**config.mk**
```make
export PLATFORM = sky130hd
export DESIGN_NAME = stopwatch_btn_ctrl_flat
export DESIGN_NICKNAME = d
export VERILOG_FILES = /design/src/rtl/sw_pkg.sv /design/src/rtl/stopwatch_btn_ctrl_if.sv /design/src/rtl/btn_debounce.sv /design/src/rtl/stopwatch_btn_ctrl.sv /design/src/flat_wrapper.sv
export SDC_FILE = /design/constraint.sdc
export NUM_CORES = 1
export LEC_CHECK = 0
export BUFFER_PORTS_ARGS = -buffer_cell sky130_fd_sc_hd__buf_2
export CORE_MARGIN = 2
export CORE_UTILIZATION = 50
export DETAILED_ROUTE_END_ITERATION = 8
export HOLD_SLACK_MARGIN = 0.05
export MAX_ROUTING_LAYER = met4
export PLACE_DENSITY = 0.66
export SYNTH_ARGS = -nofsm -noshare
export SYNTH_HDL_FRONTEND = slang
export SYNTH_SLANG_ARGS = --single-unit
```
**constraint.sdc**
```tcl
create_clock -name clk -period 2.2 [get_ports clk]
set_input_delay 0.11 -clock clk [delete_from_list [all_inputs] [get_ports clk]]
set_output_delay 0.11 -clock clk [all_outputs]
set_load 0.01 [all_outputs]
```
**src/rtl/sw_pkg.sv**
```systemverilog
// Shared types and defaults for the stopwatch button controller.
package sw_pkg;

    localparam int DB_TICKS_DEF   = 1000000;   // 20 ms at 50 MHz
    localparam int HOLD_TICKS_DEF = 50000000;  // 1 s at 50 MHz

    typedef enum logic [1:0] {
        ZERO  = 2'd0,
        WAIT1 = 2'd1,
        ONE   = 2'd2,
        WAIT0 = 2'd3
    } db_state_e;

    // One counter width serves both debounce and hold windows so neither can wrap.
    function automatic int cnt_width(input int a, input int b);
        return (a > b) ? $clog2(a) : $clog2(b);
    endfunction

endpackage

```
**src/rtl/stopwatch_btn_ctrl_if.sv**
```systemverilog
// Button-in / control-out bundle between the board buttons and the stopwatch core.
interface stopwatch_btn_ctrl_if;
    logic [1:0] btn;  // raw pushbuttons: [1] start/stop, [0] clear
    logic       go;
    logic       clr;
    logic [1:0] db;

    modport master (output btn, input go, clr, db);
    modport slave  (input btn, output go, clr, db);
endinterface

```
**src/rtl/btn_debounce.sv**
```systemverilog
// One pushbutton: 2-flop synchronizer, four-state debounce FSM, debounced level
// and a one-cycle press tick on the WAIT1 -> ONE transition only.
module btn_debounce
    import sw_pkg::*;
#(
    parameter int DB_TICKS = DB_TICKS_DEF,
    parameter int CW       = cnt_width(DB_TICKS_DEF, HOLD_TICKS_DEF)
) (
    input  logic clk,
    input  logic reset,
    input  logic btn_raw,
    output logic db,
    output logic tick
);

    localparam logic [CW-1:0] LAST = CW'(DB_TICKS - 1);

    logic [1:0]    sync;
    logic          in_s;
    db_state_e     state;
    logic [CW-1:0] cnt;

    assign in_s = sync[1];

    always_ff @(posedge clk or posedge reset) begin
        if (reset) begin
            sync  <= 2'b00;
            state <= ZERO;
            cnt   <= '0;
            db    <= 1'b0;
            tick  <= 1'b0;
        end else begin
            sync <= {sync[0], btn_raw};
            tick <= 1'b0;
            case (state)
                ZERO: begin
                    if (in_s) begin
                        state <= WAIT1;
                        cnt   <= '0;
                    end
                end
                WAIT1: begin
                    // a dropout restarts the window; the counter stops at LAST
                    if (!in_s) begin
                        state <= ZERO;
                    end else if (cnt == LAST) begin
                        state <= ONE;
                        db    <= 1'b1;
                        tick  <= 1'b1;
                    end else begin
                        cnt <= cnt + CW'(1);
                    end
                end
                ONE: begin
                    if (!in_s) begin
                        state <= WAIT0;
                        cnt   <= '0;
                    end
                end
                WAIT0: begin
                    // bounce on release returns to ONE silently (no second tick)
                    if (in_s) begin
                        state <= ONE;
                    end else if (cnt == LAST) begin
                        state <= ZERO;
                        db    <= 1'b0;
                    end else begin
                        cnt <= cnt + CW'(1);
                    end
                end
                default: state <= ZERO;
            endcase
        end
    end

endmodule

```
**src/rtl/stopwatch_btn_ctrl.sv**
```systemverilog
// Stopwatch button controller: debounced start/stop toggles go, clear pulses clr.
// Build option SW_CLR_HOLD_EN: clr comes from a long press (HOLD_TICKS) of btn[0].
module stopwatch_btn_ctrl
    import sw_pkg::*;
#(
    parameter int DB_TICKS   = DB_TICKS_DEF,
    parameter int HOLD_TICKS = HOLD_TICKS_DEF
) (
    input  logic                 clk,
    input  logic                 reset,
    stopwatch_btn_ctrl_if.slave  sw
);

    localparam int CW = cnt_width(DB_TICKS, HOLD_TICKS);

    logic [1:0] tick;
    logic [1:0] db;
    logic       clr_q;
    logic       go_q;

    for (genvar i = 0; i < 2; i++) begin : g_btn
        btn_debounce #(
            .DB_TICKS (DB_TICKS),
            .CW       (CW)
        ) u_db (
            .clk     (clk),
            .reset   (reset),
            .btn_raw (sw.btn[i]),
            .db      (db[i]),
            .tick    (tick[i])
        );
    end

`ifdef SW_CLR_HOLD_EN
    logic [CW-1:0] hold_cnt;
    logic          hold_done;

    // hold_done blocks re-firing until the button is released
    always_ff @(posedge clk or posedge reset) begin
        if (reset) begin
            hold_cnt  <= '0;
            hold_done <= 1'b0;
            clr_q     <= 1'b0;
        end else begin
            clr_q <= 1'b0;
            if (!db[0]) begin
                hold_cnt  <= '0;
                hold_done <= 1'b0;
            end else if (!hold_done) begin
                if (hold_cnt == CW'(HOLD_TICKS - 1)) begin
                    clr_q     <= 1'b1;
                    hold_done <= 1'b1;
                end else begin
                    hold_cnt <= hold_cnt + CW'(1);
                end
            end
        end
    end
`else
    assign clr_q = tick[0];
`endif

    // clear has priority over a coincident start/stop press
    always_ff @(posedge clk or posedge reset) begin
        if (reset) begin
            go_q <= 1'b0;
        end else if (clr_q) begin
            go_q <= 1'b0;
        end else if (tick[1]) begin
            go_q <= ~go_q;
        end
    end

    assign sw.go  = go_q;
    assign sw.clr = clr_q;
    assign sw.db  = db;

endmodule

```
**src/flat_wrapper.sv**
```systemverilog
// flat-port wrapper written by rule: the top's interface ports become plain ports
module stopwatch_btn_ctrl_flat import sw_pkg::*;
#(
    parameter int DB_TICKS   = DB_TICKS_DEF,
    parameter int HOLD_TICKS = HOLD_TICKS_DEF
)
  (clk, reset, sw_btn, sw_go, sw_clr, sw_db);
  stopwatch_btn_ctrl_if sw_i ();
  input  logic clk;
  input  logic reset;
  input wire logic [$bits(sw_i.btn)-1:0] sw_btn;
  output wire logic [$bits(sw_i.go)-1:0] sw_go;
  output wire logic [$bits(sw_i.clr)-1:0] sw_clr;
  output wire logic [$bits(sw_i.db)-1:0] sw_db;
  assign sw_i.btn = sw_btn;
  assign sw_go = sw_i.go;
  assign sw_clr = sw_i.clr;
  assign sw_db = sw_i.db;
  stopwatch_btn_ctrl #(.DB_TICKS(DB_TICKS), .HOLD_TICKS(HOLD_TICKS)) u_core (.clk(clk), .reset(reset), .sw(sw_i));
endmodule
```
==> impl_metrics.py <==
metrics = {
    "worst_setup_path": {
        "timing.rr.start": "u_core.g_btn[1].u_db.cnt[22]",
        "crit_chain": "or4b_1 -> or3_4 -> o31ai_4 -> buf_4 -> clkbuf_16 -> nand2_1 -> o21ai_0",
        "path_buf_inv": 2,
        "critical-path-max-stage-delay_ps": 510,
        "path_class": "reg -> reg",
        "arrival_ps": 2400,
        "crit_required_ps": 2460,
        "critPathCaptureType": "register",
        "reg2reg_slack_ps": 50,
        "crit_family": "simple AND/OR/NAND/NOR gates",
        "crit_path_max_fanout": 16,
        "start_kind": "register",
        "crit_slowest_cell": "or4b_1",
        "reg2reg_to": "u_core.g_btn[1].u_db.cnt[13]",
        "worst-r2r-cell-count": 7,
    },
    "placed_design": {
        "dp.final_hpwl_um": 5545,
        "gp_congestion": 0.9260,
        "dp_cells": 510,
        "port_buffers": 7,
    },
    "floorplan": {
        "die-area_sq_um": 8025,
        "num_rows": 31,
        "core_sq_um": 7176,
        "fp.dieW_um": 89.59,
        "initial_core_util": 0.5104,
        "ios": 8,
        "dieHeight_um": 89.59,
    },
    "drt": {
        "drtPass1Iterations": 5,
        "drt_iter0_markers": 191,
        "drtAntennaViolNets": 0,
        "drt-total-wl_um": 8557,
        "drcViolationCount": 0,
        "wl_per_cell_um": 15.96,
        "vias": 3202,
        "avgViaCountPerCell": 5.974,
    },
    "logic_synthesis": {
        "synth_largest_area_cell": "dfrtp_1",
        "ys_seq_area_frac": 0.4441,
        "synth.cell_area_sq_um": 3662,
        "async_flop_share": 1.000,
        "syn_area_per_cell_sq_um": 9.202,
        "synth.top_cell.area_share": 0.4441,
        "synth_edf_count": 0,
        "synthTopCellsByArea": "dfrtp_1 44%, nand2_1 5.9%, nand3_1 4.4%, nand4_1 2.9%, nor2_1 2.6%",
        "yosys_warnings": 0,
        "netlist_instances": 398,
        "syn-num-nets": 404,
        "synthFlopType": "dfrtp_1",
        "ys_types": 60,
        "ys_seq_elements": 65,
    },
    "global_routing": {
        "grt_pass1_vias": 2996,
        "antenna_found_initial": 0,
        "grt_pass1_wl_um": 14130,
        "grt_max_degree": 66,
        "grt_overflow": 0,
        "track_usage": 0.2382,
    },
    "cells_and_area": {
        "area_delta_synth_final_pct": 16.60,
        "fin_nets": 438,
        "n_antenna_cell": 0,
        "layoutNonFillerInstCount": 536,
        "drive_gt1_frac": 0.1785,
        "final_util": 0.5951,
    },
    "sta": {
        "maxSlewViolCount": 0,
        "min_period_ps": 2148,
        "finClkSkew_ps": 10.81,
        "timing.final.hold_violations": 0,
        "tightest_slew_ps": 420.5,
        "timing.final.crit_share": 0.9762,
        "setup_violations": 0,
        "tns_ps": 0,
        "fmax_mhz": 465.6,
        "hold_ws_ps": 356.6,
        "relSlewSlack": 0.7196,
    },
    "min_path": {
        "whs_path_depth": 0,
        "hold_end": "u_core.g_btn[0].u_db.sync[1]",
        "hold_path_class": "reg -> reg",
        "min_from": "u_core.g_btn[0].u_db.sync[0]",
    },
    "status": {
        "status": "finished clean",
    },
    "clock_tree": {
        "clkSinkCount": 65,
        "cts_buffers": 9,
        "cts_root_buf": "clkbuf_8",
        "clock_path_buffers": 2,
        "insertion_delay_ps": 350,
        "clkTransAtPathRegs_ps": 70,
        "cts_resized": 0,
        "htreeDepth": 3,
        "cts_tree": "built",
    },
    "run": {
        "cap_violations": 0,
    },
    "pwr": {
        "p_leak_nw": 1.843,
        "ir_worst_vdd_mv": 0.4372,
        "p_per_area_nw_per_um2": 610.8,
    },
}
[layout make-up]
| type | instances | area (sq um) |
|---|---|---|
| well taps | 99 | 123.9 |
| clock buffers | 15 | 196.4 |
| inverters | 5 | 18.77 |
| fillers | 632 | 2905 |
| multi-input cells | 307 | 1912 |
| flip-flops and latches | 65 | 1627 |
| repair buffers | 44 | 362.8 |
| clock inverters | 1 | 30.03 |
[flip-flops by register name, indices dropped and copies added (netlist names), named ones only]
| name | flops |
|---|---|
| u_core.g_btn.u_db.tick | 2 |
| u_core.g_btn.u_db.cnt | 52 |
| u_core.sw.go | 1 |
| u_core.g_btn.u_db.sync | 4 |
| u_core.g_btn.u_db.state | 2 |
| u_core.g_btn.u_db.db | 2 |
[layout by cell type, fill, tap and decap left out, types with 3 or more instances in the layout]
cell | synthesis | final
and4_1 | 4 | 4
and2_1 | 6 | 6
or3_1 | 6 | 6
inv_1 | 4 | 3
nand2_1 | 58 | 58
nand3b_1 | 6 | 6
a21oi_1 | 9 | 9
a22o_1 | 8 | 8
o221ai_1 | 6 | 6
nor3b_1 | 3 | 3
xor2_1 | 9 | 9
nor3_1 | 11 | 11
buf_4 | 2 | 31
a21o_1 | 3 | 3
nand4_1 | 17 | 17
nor2_1 | 25 | 25
or4_1 | 4 | 4
a31oi_1 | 5 | 5
dfrtp_1 | 65 | 65
and3_1 | 9 | 9
o21ai_0 | 18 | 18
mux2_2 | 4 | 4
nor4_1 | 9 | 9
nand3_1 | 32 | 32
dlygate4sd3_1 | 0 | 3
nor4b_1 | 3 | 3
buf_2 | 2 | 7
mux2i_1 | 7 | 7
o41ai_1 | 5 | 5
o211ai_1 | 3 | 3
clkbuf_8 | 0 | 14
[Yosys cell counts, types with 5 or more instances]
master / number
o221ai_1: 6
xor2_1: 9
nand3b_1: 6
nand3_1: 32
or3_1: 6
a22o_1: 8
nand4_1: 17
and2_1: 6
a31oi_1: 5
mux2i_1: 7
nor4_1: 9
nor3_1: 11
and3_1: 9
nor2_1: 25
clkbuf_1: 13
o21ai_0: 18
nand2_1: 58
dfrtp_1: 65
o41ai_1: 5
a21oi_1: 9
[cell families (layout without fill, tap and decap cells)]
| logic type | Yosys count | after routing | share of synthesized area |
|---|---|---|---|
| compound gates | 76 | 76 | 0.1503 |
| xor+xnor | 12 | 12 | 0.02870 |
| fa+ha+maj | 2 | 2 | 0.006832 |
| buf+inv | 26 | 65 | 0.03587 |
| flops | 65 | 65 | 0.4441 |
| mux | 11 | 11 | 0.03143 |
| simple gates | 206 | 206 | 0.3027 |
[timing repair]
item | in CTS | in global routing
endpoints found under the setup margin | 0 | 5
endpoints found under the hold margin | 67 | 0
setup buffers | 0 | 6
hold buffers | 3 | 0
[power by group]
group          total [mW]  switching [mW]  internal [mW]
sequential           1.28          0.0529           1.23
clock                1.13           0.455          0.680
combinational       0.192           0.110         0.0817
[routing by layer]
| metal | GRT usage | share of wire | wire length, um |
|---|---|---|---|
| met5 | - | 0 | 0 |
| met3 | 0.03565 | 0.041 | 352 |
| met1 | 0.3068 | 0.45 | 3858 |
| met2 | 0.3630 | 0.48 | 4088 |
| met4 | 0.1275 | 0.030 | 257 |
[through the flow]
stage                     area, sq um  setup slack, ps  total power [mW]
after global placement           3944            115.2             1.473
final                            4270            52.33             2.608
after CTS                        4200            52.97             2.621
after detailed placement         3944            61.46             1.479
after floorplan                  3662            156.5             1.415
after global routing             4270           -24.30             2.724
[worst max path at each step]
stage / end / from / depth (start not counted)
2_1_floorplan: u_core.g_btn[1].u_db.cnt[17] / u_core.g_btn[1].u_db.cnt[22] / 6
4_1_cts: u_core.g_btn[1].u_db.cnt[22] / u_core.g_btn[1].u_db.cnt[22] / 7
5_1_grt: u_core.g_btn[1].u_db.cnt[13] / u_core.g_btn[1].u_db.cnt[22] / 7
3_5_place_dp: u_core.g_btn[1].u_db.cnt[22] / u_core.g_btn[1].u_db.cnt[22] / 7
6_report: u_core.g_btn[1].u_db.cnt[13] / u_core.g_btn[1].u_db.cnt[22] / 7
3_3_place_gp: u_core.g_btn[1].u_db.cnt[24] / u_core.g_btn[1].u_db.cnt[22] / 7
Note: power is estimated with default switching activity, not from simulation.
